### config.mk
export PLATFORM = sky130hd
export DESIGN_NAME = multicycle_mem_arbiter
export DESIGN_NICKNAME = d
export VERILOG_FILES = /design/src/rtl/mem_arb_pkg.sv /design/src/rtl/mem_arb_grant.sv /design/src/rtl/multicycle_mem_arbiter.sv
export SDC_FILE = /design/constraint.sdc
export NUM_CORES = 1
export LEC_CHECK = 0
export CAP_MARGIN = 30
export CORE_MARGIN = 2
export CORE_UTILIZATION = 40
export CTS_BUF_LIST = sky130_fd_sc_hd__clkbuf_8
export CTS_CLUSTER_DIAMETER = 200
export CTS_CLUSTER_SIZE = 16
export DETAILED_ROUTE_END_ITERATION = 6
export GPL_TIMING_DRIVEN = 0
export PLACE_DENSITY = 0.81
export SKIP_LAST_GASP = 1
export SLEW_MARGIN = 20
export SYNTH_ARGS = -nofsm -noshare
export SYNTH_HDL_FRONTEND = slang
export SYNTH_HIERARCHICAL = 1
export SYNTH_SLANG_ARGS = --single-unit
### constraint.sdc
create_clock -name clock -period 2 [get_ports clock]
set_clock_uncertainty 0.15 [all_clocks]
set_input_delay 0.3 -clock clock [delete_from_list [all_inputs] [get_ports clock]]
set_output_delay 0.3 -clock clock [all_outputs]
set_load 0.01 [all_outputs]
### src/rtl/mem_arb_pkg.sv
// Shared definitions for the multicycle memory arbiter.
//   state_e   : transaction sequencer states
//   PORT_CORE : requester index of the multicycle core (port 0)
//   PORT_HOST : requester index of the external host (port 1)
package mem_arb_pkg;

  typedef enum logic [1:0] {
    IDLE   = 2'd0,
    ACCESS = 2'd1,
    WAIT   = 2'd2,
    RESP   = 2'd3
  } state_e;

  localparam logic PORT_CORE = 1'b0;
  localparam logic PORT_HOST = 1'b1;

endpackage

### src/rtl/mem_arb_grant.sv
// Combinational grant picker for the two requesters.
//   valid[1:0]   : request valids, index = port
//   last_grant   : port that won the previous handshake
//   grant_c[1:0] : one-hot grant, 0 when nobody requests
// Build option MEM_ARB_ROUND_ROBIN_EN: ties alternate away from last_grant;
// otherwise the core port wins every tie.
module mem_arb_grant
  import mem_arb_pkg::*;
(
  input  logic [1:0] valid,
  input  logic       last_grant,
  output logic [1:0] grant_c
);

`ifdef MEM_ARB_ROUND_ROBIN_EN
  // A lone requester's valid is already a one-hot grant.
  always_comb begin
    grant_c = valid;
    if (valid == 2'b11) begin
      grant_c = (last_grant == PORT_HOST) ? 2'b01 : 2'b10;
    end
  end
`else
  logic unused_last_grant;
  assign unused_last_grant = last_grant;

  always_comb begin
    grant_c = 2'b00;
    if (valid[PORT_CORE]) begin
      grant_c = 2'b01;
    end else if (valid[PORT_HOST]) begin
      grant_c = 2'b10;
    end
  end
`endif

endmodule

### src/rtl/multicycle_mem_arbiter.sv
// Shares one single-ported fixed-latency memory between the multicycle core
// (m0) and an external host (m1), one transaction in flight at a time.
//   clock, reset       : rising-edge clock, async active-low reset
//   m0_* / m1_*        : request (valid/ready/address/write/data/mask) and
//                        response (rsp_valid strobe, read_data) per port
//   mem_*              : memory address, read/write strobes, write data/mask,
//                        read data returning MEM_LATENCY cycles after strobe
// Build option MEM_ARB_ROUND_ROBIN_EN selects round-robin tie breaking
// (see mem_arb_grant); default is fixed priority to the core.
module multicycle_mem_arbiter
  import mem_arb_pkg::*;
#(
  parameter int unsigned ADDR_WIDTH  = 32,
  parameter int unsigned DATA_WIDTH  = 32,
  parameter int unsigned MEM_LATENCY = 1
) (
  input  logic                    clock,
  input  logic                    reset,
  input  logic                    m0_valid,
  output logic                    m0_ready,
  input  logic [ADDR_WIDTH-1:0]   m0_address,
  input  logic                    m0_write,
  input  logic [DATA_WIDTH-1:0]   m0_write_data,
  input  logic [DATA_WIDTH/8-1:0] m0_byte_mask,
  output logic                    m0_rsp_valid,
  output logic [DATA_WIDTH-1:0]   m0_read_data,
  input  logic                    m1_valid,
  output logic                    m1_ready,
  input  logic [ADDR_WIDTH-1:0]   m1_address,
  input  logic                    m1_write,
  input  logic [DATA_WIDTH-1:0]   m1_write_data,
  input  logic [DATA_WIDTH/8-1:0] m1_byte_mask,
  output logic                    m1_rsp_valid,
  output logic [DATA_WIDTH-1:0]   m1_read_data,
  output logic [ADDR_WIDTH-1:0]   mem_address,
  output logic                    mem_read_en,
  output logic                    mem_write_en,
  output logic [DATA_WIDTH-1:0]   mem_write_data,
  output logic [DATA_WIDTH/8-1:0] mem_byte_mask,
  input  logic [DATA_WIDTH-1:0]   mem_read_data
);

  localparam int unsigned MASK_W = DATA_WIDTH / 8;
  localparam int unsigned CNT_W  = (MEM_LATENCY > 1) ? $clog2(MEM_LATENCY) : 1;

  state_e                  state_q, state_d;
  logic [CNT_W-1:0]        cnt_q, cnt_d;
  logic                    owner_q, owner_d;
  logic                    write_q, write_d;
  logic                    last_grant_q, last_grant_d;
  logic [ADDR_WIDTH-1:0]   mem_address_q, mem_address_d;
  logic [DATA_WIDTH-1:0]   mem_write_data_q, mem_write_data_d;
  logic [MASK_W-1:0]       mem_byte_mask_q, mem_byte_mask_d;
  logic                    mem_read_en_q, mem_read_en_d;
  logic                    mem_write_en_q, mem_write_en_d;
  logic [1:0]              rsp_valid_q, rsp_valid_d;
  logic [DATA_WIDTH-1:0]   rd0_q, rd0_d;
  logic [DATA_WIDTH-1:0]   rd1_q, rd1_d;
  logic [1:0]              grant_c;
  logic                    sel_c;

  mem_arb_grant u_grant (
    .valid      ({m1_valid, m0_valid}),
    .last_grant (last_grant_q),
    .grant_c    (grant_c)
  );

  assign sel_c = grant_c[PORT_HOST] ? PORT_HOST : PORT_CORE;

  // Ready is a same-cycle handshake; held low while reset is asserted.
  assign m0_ready = reset && (state_q == IDLE) && grant_c[PORT_CORE];
  assign m1_ready = reset && (state_q == IDLE) && grant_c[PORT_HOST];

  // Next-state and registered-output logic.
  always_comb begin
    state_d          = state_q;
    cnt_d            = cnt_q;
    owner_d          = owner_q;
    write_d          = write_q;
    last_grant_d     = last_grant_q;
    mem_address_d    = mem_address_q;
    mem_write_data_d = mem_write_data_q;
    mem_byte_mask_d  = mem_byte_mask_q;
    mem_read_en_d    = 1'b0;
    mem_write_en_d   = 1'b0;
    rsp_valid_d      = 2'b00;
    rd0_d            = rd0_q;
    rd1_d            = rd1_q;

    case (state_q)
      IDLE: begin
        if (|grant_c) begin
          owner_d          = sel_c;
          last_grant_d     = sel_c;
          write_d          = sel_c ? m1_write      : m0_write;
          mem_address_d    = sel_c ? m1_address    : m0_address;
          mem_write_data_d = sel_c ? m1_write_data : m0_write_data;
          mem_byte_mask_d  = sel_c ? m1_byte_mask  : m0_byte_mask;
          // Strobes are registered so they appear during ACCESS.
          mem_read_en_d    = !write_d;
          mem_write_en_d   = write_d;
          state_d          = ACCESS;
        end
      end
      ACCESS: begin
        cnt_d   = CNT_W'(MEM_LATENCY - 1);
        state_d = WAIT;
      end
      WAIT: begin
        if (cnt_q == '0) begin
          // Last wait cycle: read data is valid now; writes answer with 0.
          rsp_valid_d[owner_q] = 1'b1;
          if (owner_q == PORT_HOST) begin
            rd1_d = write_q ? '0 : mem_read_data;
          end else begin
            rd0_d = write_q ? '0 : mem_read_data;
          end
          state_d = RESP;
        end else begin
          cnt_d = cnt_q - CNT_W'(1);
        end
      end
      RESP: begin
        state_d = IDLE;
      end
      default: begin
        state_d = IDLE;
      end
    endcase
  end

  // State register; async reset aborts any transaction in flight.
  always_ff @(posedge clock or negedge reset) begin
    if (!reset) begin
      state_q          <= IDLE;
      cnt_q            <= '0;
      owner_q          <= PORT_CORE;
      write_q          <= 1'b0;
      last_grant_q     <= PORT_HOST;
      mem_address_q    <= '0;
      mem_write_data_q <= '0;
      mem_byte_mask_q  <= '0;
      mem_read_en_q    <= 1'b0;
      mem_write_en_q   <= 1'b0;
      rsp_valid_q      <= 2'b00;
      rd0_q            <= '0;
      rd1_q            <= '0;
    end else begin
      state_q          <= state_d;
      cnt_q            <= cnt_d;
      owner_q          <= owner_d;
      write_q          <= write_d;
      last_grant_q     <= last_grant_d;
      mem_address_q    <= mem_address_d;
      mem_write_data_q <= mem_write_data_d;
      mem_byte_mask_q  <= mem_byte_mask_d;
      mem_read_en_q    <= mem_read_en_d;
      mem_write_en_q   <= mem_write_en_d;
      rsp_valid_q      <= rsp_valid_d;
      rd0_q            <= rd0_d;
      rd1_q            <= rd1_d;
    end
  end

  assign mem_address    = mem_address_q;
  assign mem_read_en    = mem_read_en_q;
  assign mem_write_en   = mem_write_en_q;
  assign mem_write_data = mem_write_data_q;
  assign mem_byte_mask  = mem_byte_mask_q;
  assign m0_rsp_valid   = rsp_valid_q[PORT_CORE];
  assign m1_rsp_valid   = rsp_valid_q[PORT_HOST];
  assign m0_read_data   = rd0_q;
  assign m1_read_data   = rd1_q;

endmodule

==> load_flow_metrics.sql, run 1 <==
INSERT INTO impl_metrics (metric_group, metric, value, unit) VALUES
('detailed_routing', 'drt_drc_violations_left', '0', ''),
('synth', 'post_synth_instance_area', '5980', 'um2'),
('clock_network', 'ctsLongestPathBuffers', '2', ''),
('detailed_routing', 'drt-initial-drc-count', '345', ''),
('die', 'core', '14600', 'um2'),
('global_route', 'grt_max_degree', '76', ''),
('setup_path', 'crit_path_start_kind', 'input port', ''),
('global_route', 'grtUsageTotal', '26.2', '%'),
('die', 'die_wd', '126', 'um'),
('timing', 'timing.final.crit_period', '1.93', 'ns'),
('die', 'rows', '44', ''),
('detailed_routing', 'finalWirelength', '21000', 'um'),
('finish', 'post_route_cells_drive_above_1_share', '8.13', '%'),
('detailed_routing', 'drtAntennaViolNets', '0', ''),
('synth', 'synthesis.yosys.warnings', '6', ''),
('timing', 'grt_setup_unrepaired', 'false', ''),
('detailed_routing', 'wire_length_per_cell_after_detailed_routing', '18.8', 'um'),
('global_route', 'grt_first_pass_wirelength', '33000', 'um'),
('detailed_routing', 'drt_first_pass_iters', '5', ''),
('die', 'initial_utilization', '41.0', '%'),
('power', 'power_leakage', '0.00403', 'uW'),
('timing', 'worstMarginPinSlew', '0.511', 'ns'),
('die', 'floorplan.die.height', '126', 'um'),
('timing', 'fin_worst_hold_slack', '-0.410', 'ns'),
('finish', 'area_growth_syn_to_layout', '64.6', '%'),
('power', 'power.density', '1460', 'nW/um2'),
('detailed_routing', 'routed_via_density', '5.52', ''),
('clock_network', 'cts-root-buf', 'sky130_fd_sc_hd__clkbuf_8', ''),
('placement', 'hpwl', '15700', 'um'),
('setup_path', 'cp_max_fo', '19', ''),
('placement', 'port_buf_inserts', '311', ''),
('setup_path', 'cp.arrival', '1.48', 'ns'),
('timing', 'setup_tns', '0', 'ns'),
('timing', 'setup-violations-final', '0', ''),
('global_route', 'antenna_violations_before_repair', '1', ''),
('clock_network', 'cts_made_buffers', '17', ''),
('global_route', 'grt_remaining_overflow', '0', ''),
('timing', 'post_route_fraction_of_the_period_consumed_by_the_critical_path', '96.5', '%'),
('setup_path', 'endpoint_kind', 'output port', ''),
('timing', 'max_clock_freq', '518', 'MHz'),
('synth', 'syn-num-nets', '766', ''),
('synth', 'netlist_instances', '590', ''),
('finish', 'inserted_diodes', '0', ''),
('die', 'die_area', '15900', 'um2'),
('outcome', 'violated_checks', 'hold timing', ''),
('setup_path', 'required', '1.55', 'ns'),
('finish', 'final_layout_net_count', '1098', ''),
('timing', 'hold_violation_total_from_the_final_report', '110', ''),
('die', 'num_io_pins', '312', ''),
('power', 'power.ir.vdd_worst', '687', 'uV'),
('clock_network', 'insertion_delay', '0.45', 'ns'),
('setup_path', 'worstSetupPathType', 'input port to output port', ''),
('placement', 'gp_congestion', '0.846', ''),
('clock_network', 'htree_levels', '4', ''),
('job', 'max_capacitance_violation_count', '0', ''),
('synth', 'syn_avg_cell_area', '10.1', 'um2'),
('clock_network', 'clock_sinks', '140', ''),
('timing', 'max-slew-margin-rel', '65.9', '%'),
('outcome', 'outcome', 'finished with violations', ''),
('timing', 'slew_violations', '0', ''),
('clock_network', 'tritoncts', 'yes', ''),
('worst_hold_path', 'min-delay-path-class', 'input port to async pin', ''),
('global_route', 'via_count_of_the_first_global_routing_pass', '6314', ''),
('detailed_routing', 'detailroute.via_count', '6181', ''),
('clock_network', 'cts.reportedPaths.clkPinSlew', '0.08', 'ns'),
('placement', 'placedCellCount', '1086', ''),
('finish', 'fin_cells', '1119', '');
[flip-flops by register name, summed over array words and instances (netlist names)]
signal and flops:
m0_read_data 32, m1_read_data 32, mem_address 32, mem_write_data 32, mem_byte_mask 4, rsp_valid_q 2
state_q 2, mem_read_en 1, mem_write_en 1, owner_q 1, write_q 1
[per-stage QoR]
step	instance area [um2]	util [%]	total power, uW	setup slack, ns
after global placement	9320	63.9	11700	-5.35
after floorplan	5980	-	8020	0.352
after global routing	9840	67.4	15300	0.0125
after CTS	9820	67.3	14500	0.00145
final	9840	67.4	14400	0.0696
after detailed placement	9350	64.1	11900	-0.855
[layout by cell type (no fill, tap or decap)]
| master | instances |
|---|---|
| sky130_fd_sc_hd__clkdlybuf4s50_1 | 308 |
| sky130_fd_sc_hd__a31oi_1 | 1 |
| sky130_fd_sc_hd__nand2b_1 | 33 |
| sky130_fd_sc_hd__and2_1 | 1 |
| sky130_fd_sc_hd__clkinv_2 | 3 |
| sky130_fd_sc_hd__inv_1 | 6 |
| sky130_fd_sc_hd__ha_1 | 1 |
| sky130_fd_sc_hd__clkbuf_2 | 9 |
| sky130_fd_sc_hd__a21oi_1 | 1 |
| sky130_fd_sc_hd__o21ai_0 | 65 |
| sky130_fd_sc_hd__clkbuf_1 | 19 |
| sky130_fd_sc_hd__or4bb_1 | 1 |
| sky130_fd_sc_hd__dfrtp_1 | 140 |
| sky130_fd_sc_hd__o22ai_1 | 68 |
| sky130_fd_sc_hd__ha_4 | 1 |
| sky130_fd_sc_hd__o32ai_1 | 68 |
| sky130_fd_sc_hd__and3_4 | 1 |
| sky130_fd_sc_hd__and3_1 | 1 |
| sky130_fd_sc_hd__bufinv_16 | 4 |
| sky130_fd_sc_hd__mux2_2 | 1 |
| sky130_fd_sc_hd__buf_6 | 3 |
| sky130_fd_sc_hd__clkinvlp_4 | 3 |
| sky130_fd_sc_hd__or2_1 | 1 |
| sky130_fd_sc_hd__clkbuf_8 | 18 |
| sky130_fd_sc_hd__inv_2 | 1 |
| sky130_fd_sc_hd__nor2b_4 | 1 |
| sky130_fd_sc_hd__buf_4 | 6 |
| sky130_fd_sc_hd__buf_2 | 21 |
| sky130_fd_sc_hd__inv_6 | 1 |
| sky130_fd_sc_hd__nor2_1 | 71 |
| sky130_fd_sc_hd__buf_16 | 1 |
| sky130_fd_sc_hd__buf_1 | 1 |
| sky130_fd_sc_hd__nand2_1 | 72 |
| sky130_fd_sc_hd__o21ai_1 | 1 |
| sky130_fd_sc_hd__buf_12 | 2 |
[metal layers]
layer | routed length [um] | part of all wire [%] | track usage, % | vias up
met4 | 898 | 4.3 | 12.9 | 0
met2 | 10300 | 49 | 43.2 | 311
li1 | - | - | - | 2832
met3 | 1770 | 8.4 | 7.94 | 58
met5 | 0 | 0 | 0 | -
met1 | 8060 | 38 | 31.4 | 2980
[worst paths after layout]
path | end | from | slack, ns | depth (start not counted)
min in group clock | m0_read_data[29]$_DFFE_PN0P_ | mem_read_data[29] | 0.27 | 3
setup / recovery | m1_ready | m1_valid | 0.07 | 5
hold / removal | m1_read_data[19]$_DFFE_PN0P_ | reset | -0.41 | 1
max in group asynchronous | mem_write_data[13]$_DFFE_PN0P_ | reset | 1.41 | 2
setup reg to reg | mem_address[8]$_DFFE_PN0P_ | state_q[1]$_DFFE_PN0P_ | 0.18 | 7
hold reg to reg | m0_read_data[6]$_DFFE_PN0P_ | m0_read_data[6]$_DFFE_PN0P_ | 0.33 | 2
[worst max-delay path: stages]
cell and delay, ns:
sky130_fd_sc_hd__clkdlybuf4s50_1 0.46, sky130_fd_sc_hd__nor2b_4 0.14, sky130_fd_sc_hd__buf_4 0.25, sky130_fd_sc_hd__and3_4 0.22, sky130_fd_sc_hd__buf_6 0.10
[final cells by class]
| cell class | count | area [um2] |
|---|---|---|
| Timing Repair Buffer | 316 | 3180 |
| Sequential cell | 140 | 3500 |
| Fill cell | 1177 | 4750 |
| Clock inverter | 14 | 178 |
| Buffer | 54 | 278 |
| Tap cell | 184 | 230 |
| Multi-Input combinational cell | 389 | 2210 |
| Clock buffer | 18 | 248 |
| Inverter | 4 | 15.0 |
[power breakdown]
| group | total, uW | leakage, uW | switching [uW] | internal, uW |
|---|---|---|---|---|
| Clock | 2470 | 0.000219 | 1100 | 1370 |
| Combinational | 6940 | 0.00204 | 3250 | 3690 |
| Sequential | 4990 | 0.00177 | 896 | 4090 |
| Total | 14400 | 0.00403 | 5250 | 9160 |
[repair_timing]
item                                    in CTS  in global routing
setup buffers                                4                  0
endpoints found under the setup margin       2                 51
endpoints found under the hold margin       66                 66
gates resized for setup                     17                 21
Note: power is estimated with default switching activity, not from simulation.
==> run 2, diff against run 1 <==
Settings changed: TNS_END_PERCENT set to 10.
Clock period 2 ns to 2.2 ns, I/O delays scaled along.
==> load_flow_metrics.sql, run 2 (synthesis results as in run 1) <==
INSERT INTO impl_metrics (metric_group, metric, value, unit) VALUES
('job', 'max_capacitance_violation_count', '0', ''),
('clock_network', 'htree_levels', '4', ''),
('finish', 'finalInstanceArea', '9800', 'um2'),
('finish', 'fin_cells', '1118', ''),
('setup_path', 'cp_max_fo', '6', ''),
('detailed_routing', 'drt-initial-drc-count', '346', ''),
('clock_network', 'ctsLongestPathBuffers', '2', ''),
('placement', 'gp_congestion', '0.846', ''),
('timing', 'post_route_fraction_of_the_period_consumed_by_the_critical_path', '98.2', '%'),
('power', 'share_seq_of_total_power', '34.8', '%'),
('power', 'netSwitchingPower', '4760', 'uW'),
('timing', 'timing.final.crit_period', '2.16', 'ns'),
('die', 'floorplan.die.height', '126', 'um'),
('clock_network', 'cts-root-buf', 'sky130_fd_sc_hd__clkbuf_8', ''),
('placement', 'postPlaceCellArea', '9350', 'um2'),
('timing', 'fin_worst_hold_slack', '-0.326', 'ns'),
('finish', 'post_route_cells_drive_above_1_share', '6.75', '%'),
('finish', 'area_growth_syn_to_layout', '63.9', '%'),
('power', 'power.ir.vdd_worst', '623', 'uV'),
('timing', 'setup-violations-final', '0', ''),
('power', 'power_frac_comb', '47.9', '%'),
('clock_network', 'insertion_delay', '0.44', 'ns'),
('setup_path', 'cp.arrival', '1.68', 'ns'),
('die', 'die_wd', '126', 'um'),
('detailed_routing', 'drt_drc_violations_left', '0', ''),
('power', 'p_int', '8280', 'uW'),
('finish', 'final_layout_net_count', '1097', ''),
('global_route', 'grt_remaining_overflow', '0', ''),
('power', 'power.density', '1330', 'nW/um2'),
('detailed_routing', 'routed_via_density', '5.50', ''),
('finish', 'layout_common_cells', '308 x sky130_fd_sc_hd__clkdlybuf4s50_1, 140 x sky130_fd_sc_hd__dfrtp_1, 72 x sky130_fd_sc_hd__nand2_1', ''),
('setup_path', 'rr_startpoint', 'state_q[0]$_DFFE_PN0P_', ''),
('setup_path', 'crit_chain', 'inv_1, ha_1, buf_4, buf_12, and3_1, clkdlybuf4s15_2', ''),
('global_route', 'via_count_of_the_first_global_routing_pass', '6308', ''),
('global_route', 'grt_first_pass_wirelength', '32900', 'um'),
('setup_path', 'cp_top_family', 'buffers and inverters', ''),
('setup_path', 'crit_cells', '6', ''),
('detailed_routing', 'detailroute.via_count', '6152', ''),
('power', 'power_share_of_the_clock_group', '17.2', '%'),
('setup_path', 'crit_path_max_incr_delay', '0.37', 'ns'),
('finish', 'layout.filler_cells', '1186', ''),
('timing', 'hold_violation_total_from_the_final_report', '66', ''),
('detailed_routing', 'finalWirelength', '21100', 'um'),
('setup_path', 'critical_path.reg2reg.endpoint', 'mem_address[25]$_DFFE_PN0P_', ''),
('placement', 'port_buf_inserts', '311', ''),
('setup_path', 'worst-path-buf-inv', '4', ''),
('setup_path', 'required', '1.72', 'ns'),
('finish', 'inserted_diodes', '0', ''),
('setup_path', 'endpoint_kind', 'output port', ''),
('setup_path', 'cp_slowest_cell', 'sky130_fd_sc_hd__dfrtp_1', ''),
('timing', 'max_clock_freq', '463', 'MHz'),
('placement', 'pre_cts_slack', '-0.715', 'ns'),
('setup_path', 'crit_path_start_kind', 'flop', ''),
('finish', 'finish.utilization', '67.2', '%'),
('die', 'num_io_pins', '312', ''),
('outcome', 'outcome', 'finished with violations', ''),
('placement', 'hpwl', '15700', 'um'),
('die', 'rows', '44', ''),
('timing', 'timing.final.ws_setup', '0.0394', 'ns'),
('placement', 'placedCellCount', '1086', ''),
('clock_network', 'clock_sinks', '140', ''),
('power', 'power_leakage', '0.00400', 'uW'),
('global_route', 'grt_max_degree', '76', ''),
('setup_path', 'ff2ff_setup_slack', '0.25', 'ns'),
('global_route', 'grtUsageTotal', '26.2', '%'),
('detailed_routing', 'drtAntennaViolNets', '0', ''),
('worst_hold_path', 'min-delay-path-class', 'input port to async pin', ''),
('detailed_routing', 'drt_first_pass_iters', '4', ''),
('timing', 'slew_violations', '0', ''),
('timing', 'max-slew-margin-rel', '63.7', '%'),
('power', 'p_sw_share', '36.5', '%'),
('global_route', 'antenna_violations_before_repair', '1', ''),
('detailed_routing', 'wire_length_per_cell_after_detailed_routing', '18.8', 'um'),
('outcome', 'violated_checks', 'hold timing', ''),
('die', 'initial_utilization', '41.0', '%'),
('finish', 'layout.cells.most_common', 'sky130_fd_sc_hd__clkdlybuf4s50_1', ''),
('clock_network', 'cts.reportedPaths.clkPinSlew', '0.08', 'ns'),
('timing', 'grt_setup_unrepaired', 'true', ''),
('setup_path', 'worstSetupPathType', 'flop to output port', ''),
('setup_path', 'critPathCapture', 'm0_ready', ''),
('clock_network', 'cts_made_buffers', '17', ''),
('clock_network', 'tritoncts', 'yes', ''),
('power', 'total_power', '13000', 'uW'),
('die', 'die_area', '15900', 'um2'),
('setup_path', 'worst-r2r-cell-count', '8', ''),
('die', 'core', '14600', 'um2'),
('setup_path', 'crit_start', 'state_q[1]$_DFFE_PN0P_', ''),
('timing', 'worstMarginPinSlew', '0.544', 'ns');
-- run 2: cell type report --
| type | instances | area [um2] | area share, % |
|---|---|---|---|
| tap | 184 | 230 | 2.35 |
| multi-input combinational | 389 | 2190 | 22.4 |
| sequential | 140 | 3500 | 35.8 |
| clock inverter | 14 | 178 | 1.81 |
| buffer | 55 | 274 | 2.80 |
| inverter | 4 | 15.0 | 0.153 |
| clock buffer | 18 | 248 | 2.53 |
| timing repair buffer | 314 | 3160 | 32.2 |
-- run 2: stage by stage --
| step | hold WS, ns | setup TNS [ns] |
|---|---|---|
| finish | -0.326 | 0 |
| global route | -0.308 | -0.0407 |
| CTS | -0.314 | -0.00282 |
| detailed placement | 0.177 | -1.11 |
| global placement | 0.310 | -734.11 |
| floorplan | -0.116 | 0 |
-- run 2: power by group through the flow --
stage | combinational, uW | sequential [uW] | clock [uW]
after CTS | 6300 | 4520 | 2280
final | 6250 | 4540 | 2250
after detailed placement | 6230 | 4560 | 0
after global placement | 6090 | 4520 | 0
after floorplan | 2330 | 4960 | 0
after global routing | 6790 | 4670 | 2420
-- run 2: metal layers --
metal / GRT usage, % / wire, um / vias up / share of wire [%]
met3: 7.94 / 1700 / 59 / 8.1
li1: - / - / 2824 / -
met1: 31.1 / 8160 / 2977 / 39
met5: 0 / 0 / - / 0
met2: 43.0 / 10300 / 292 / 49
met4: 13.3 / 893 / 0 / 4.2
-- run 2: worst min-delay path by stage --
stage	startpoint	to	slack (ns)	cells after the start
floorplan	reset	m0_read_data[0]$_DFFE_PN0P_	-0.12	0
global placement	m0_read_data[16]$_DFFE_PN0P_	m0_read_data[16]$_DFFE_PN0P_	0.31	2
detailed placement	reset	m1_read_data[16]$_DFFE_PN0P_	0.18	1
CTS	reset	m1_read_data[16]$_DFFE_PN0P_	-0.31	1
global route	reset	m1_read_data[16]$_DFFE_PN0P_	-0.31	1
finish	reset	m1_read_data[16]$_DFFE_PN0P_	-0.33	1
-- run 2: worst register-to-register path: cells and delay by family, from the launching register on --
family | cells | cell delay, ns
simple gates | 1 | 0.12
flops | 1 | 0.36
buf+inv | 5 | 0.92
compound gates | 1 | 0.17
fa+ha+maj | 1 | 0.15
-- run 2: what timing repair did --
action / 4_1_cts / 5_1_grt
hold endpoints to repair: 66 / 66
setup buffers: 2 / 0
endpoints found under the setup margin: 2 / 2
gates resized for setup: 10 / 3
==> run 3, diff against run 2 <==
Settings changed: SETUP_SLACK_MARGIN set to 0.02, SLEW_MARGIN 20 to not set.
==> load_flow_metrics.sql, run 3 (synthesis results as in run 1) <==
INSERT INTO impl_metrics (metric_group, metric, value, unit) VALUES
('die', 'die_area', '15900', 'um2'),
('die', 'core', '14600', 'um2'),
('timing', 'max-slew-margin-rel', '63.3', '%'),
('die', 'num_io_pins', '312', ''),
('power', 'power.ir.vdd_worst', '641', 'uV'),
('power', 'netSwitchingPower', '4750', 'uW'),
('power', 'p_int', '8230', 'uW'),
('clock_network', 'htree_levels', '4', ''),
('setup_path', 'worstSetupPathType', 'flop to output port', ''),
('placement', 'pre_cts_slack', '-0.703', 'ns'),
('setup_path', 'endpoint_kind', 'output port', ''),
('global_route', 'antenna_violations_before_repair', '1', ''),
('placement', 'hpwl', '15800', 'um'),
('outcome', 'outcome', 'finished with violations', ''),
('finish', 'final_layout_net_count', '1099', ''),
('detailed_routing', 'drt-initial-drc-count', '392', ''),
('clock_network', 'cts_made_buffers', '17', ''),
('setup_path', 'ff2ff_setup_slack', '0.26', 'ns'),
('clock_network', 'cts.reportedPaths.clkPinSlew', '0.07', 'ns'),
('die', 'initial_utilization', '41.0', '%'),
('placement', 'port_buf_inserts', '311', ''),
('global_route', 'grt_first_pass_wirelength', '33200', 'um'),
('global_route', 'grt_max_degree', '76', ''),
('detailed_routing', 'detailroute.via_count', '6121', ''),
('detailed_routing', 'finalWirelength', '21300', 'um'),
('timing', 'post_route_fraction_of_the_period_consumed_by_the_critical_path', '93.6', '%'),
('global_route', 'grtUsageTotal', '26.5', '%'),
('setup_path', 'cp_top_family', 'buffers and inverters', ''),
('detailed_routing', 'drt_drc_violations_left', '0', ''),
('finish', 'area_growth_syn_to_layout', '63.7', '%'),
('die', 'die_wd', '126', 'um'),
('clock_network', 'tritoncts', 'yes', ''),
('power', 'power_share_of_the_clock_group', '16.6', '%'),
('timing', 'slew_violations', '0', ''),
('setup_path', 'cp_slowest_cell', 'sky130_fd_sc_hd__dfrtp_1', ''),
('timing', 'grt_setup_unrepaired', 'false', ''),
('global_route', 'via_count_of_the_first_global_routing_pass', '6313', ''),
('timing', 'hold_violation_total_from_the_final_report', '66', ''),
('setup_path', 'crit_path_max_incr_delay', '0.32', 'ns'),
('job', 'max_capacitance_violation_count', '0', ''),
('finish', 'finish.utilization', '67.1', '%'),
('timing', 'fin_worst_hold_slack', '-0.322', 'ns'),
('clock_network', 'clock_sinks', '140', ''),
('finish', 'layout.cells.most_common', 'sky130_fd_sc_hd__clkdlybuf4s50_1', ''),
('detailed_routing', 'wire_length_per_cell_after_detailed_routing', '19.0', 'um'),
('power', 'power_frac_comb', '48.4', '%'),
('finish', 'post_route_cells_drive_above_1_share', '6.75', '%'),
('worst_hold_path', 'min-delay-path-class', 'input port to async pin', ''),
('setup_path', 'required', '1.72', 'ns'),
('detailed_routing', 'drt_first_pass_iters', '5', ''),
('clock_network', 'ctsLongestPathBuffers', '2', ''),
('setup_path', 'worst-path-buf-inv', '4', ''),
('detailed_routing', 'routed_via_density', '5.47', ''),
('power', 'share_seq_of_total_power', '35.0', '%'),
('power', 'power_leakage', '0.00401', 'uW'),
('setup_path', 'cp.arrival', '1.58', 'ns'),
('detailed_routing', 'drtAntennaViolNets', '0', ''),
('die', 'floorplan.die.height', '126', 'um'),
('global_route', 'grt_remaining_overflow', '0', ''),
('clock_network', 'cts-root-buf', 'sky130_fd_sc_hd__clkbuf_8', ''),
('timing', 'timing.final.crit_period', '2.06', 'ns'),
('setup_path', 'cp_max_fo', '6', ''),
('timing', 'max_clock_freq', '486', 'MHz'),
('timing', 'worstMarginPinSlew', '0.551', 'ns'),
('placement', 'gp_congestion', '0.846', ''),
('die', 'rows', '44', ''),
('clock_network', 'insertion_delay', '0.44', 'ns'),
('power', 'power.density', '1330', 'nW/um2'),
('setup_path', 'crit_chain', 'inv_1, ha_1, buf_4, buf_12, and3_1, buf_2', ''),
('finish', 'layout_common_cells', '308 x sky130_fd_sc_hd__clkdlybuf4s50_1, 140 x sky130_fd_sc_hd__dfrtp_1, 72 x sky130_fd_sc_hd__nand2_1', ''),
('power', 'p_sw_share', '36.6', '%'),
('timing', 'timing.final.ws_setup', '0.142', 'ns'),
('timing', 'setup-violations-final', '0', ''),
('outcome', 'violated_checks', 'hold timing', ''),
('setup_path', 'crit_path_start_kind', 'flop', '');
## run 3: final timing paths
| kind | start | to | depth (start not counted) |
|---|---|---|---|
| max in group asynchronous | reset | mem_write_data[20]$_DFFE_PN0P_ | 2 |
| worst max-delay path | state_q[0]$_DFFE_PN0P_ | m1_ready | 6 |
| worst min-delay path | reset | m0_read_data[5]$_DFFE_PN0P_ | 1 |
| min in group clock | mem_read_data[29] | m0_read_data[29]$_DFFE_PN0P_ | 3 |
| worst min register to register | m0_read_data[30]$_DFFE_PN0P_ | m0_read_data[30]$_DFFE_PN0P_ | 2 |
| worst max register to register | state_q[0]$_DFFE_PN0P_ | mem_write_data[9]$_DFFE_PN0P_ | 7 |
## run 3: routing by layer
metal / part of all wire, % / up-vias / track usage, %
met2: 49 / 274 / 43.9
met1: 39 / 2976 / 31.3
met5: 0 / - / 0
met3: 8.3 / 44 / 8.88
met4: 3.6 / 0 / 12.2
li1: - / 2827 / -
## run 3: power groups by stage
stage	sequential, uW	clock (uW)	combinational, uW
floorplan	4960	0	2330
finish	4540	2150	6290
detailed placement	4560	0	6230
global route	4670	2320	6830
global placement	4520	0	6090
CTS	4520	2180	6330
## run 3: stage by stage
step	area (um2)	power (uW)	instances	TNS (ns)
CTS	9790	13000	1118	0
detailed placement	9350	10800	1086	-1.15
floorplan	5980	7290	590	0
global route	9780	13800	1118	0
finish	9780	13000	1119	0
global placement	9320	10600	1085	-734.11
## run 3: repair_timing
action                                  in CTS  in global routing
buffers inserted                             4                  0
resized for setup                           13                  1
endpoints found under the setup margin       2                  1
endpoints found under the hold margin       66                 66
pin swaps                                    0                  0
## run 3: area by class of cell
type | count | area [um2]
fill | 1211 | 4810
sequential | 140 | 3500
timing repair buffer | 316 | 3170
multi-input combinational | 389 | 2190
clock buffer | 20 | 275
buffer | 55 | 274
tap | 184 | 230
clock inverter | 10 | 125
inverter | 4 | 15.0
antenna | 1 | 2.50
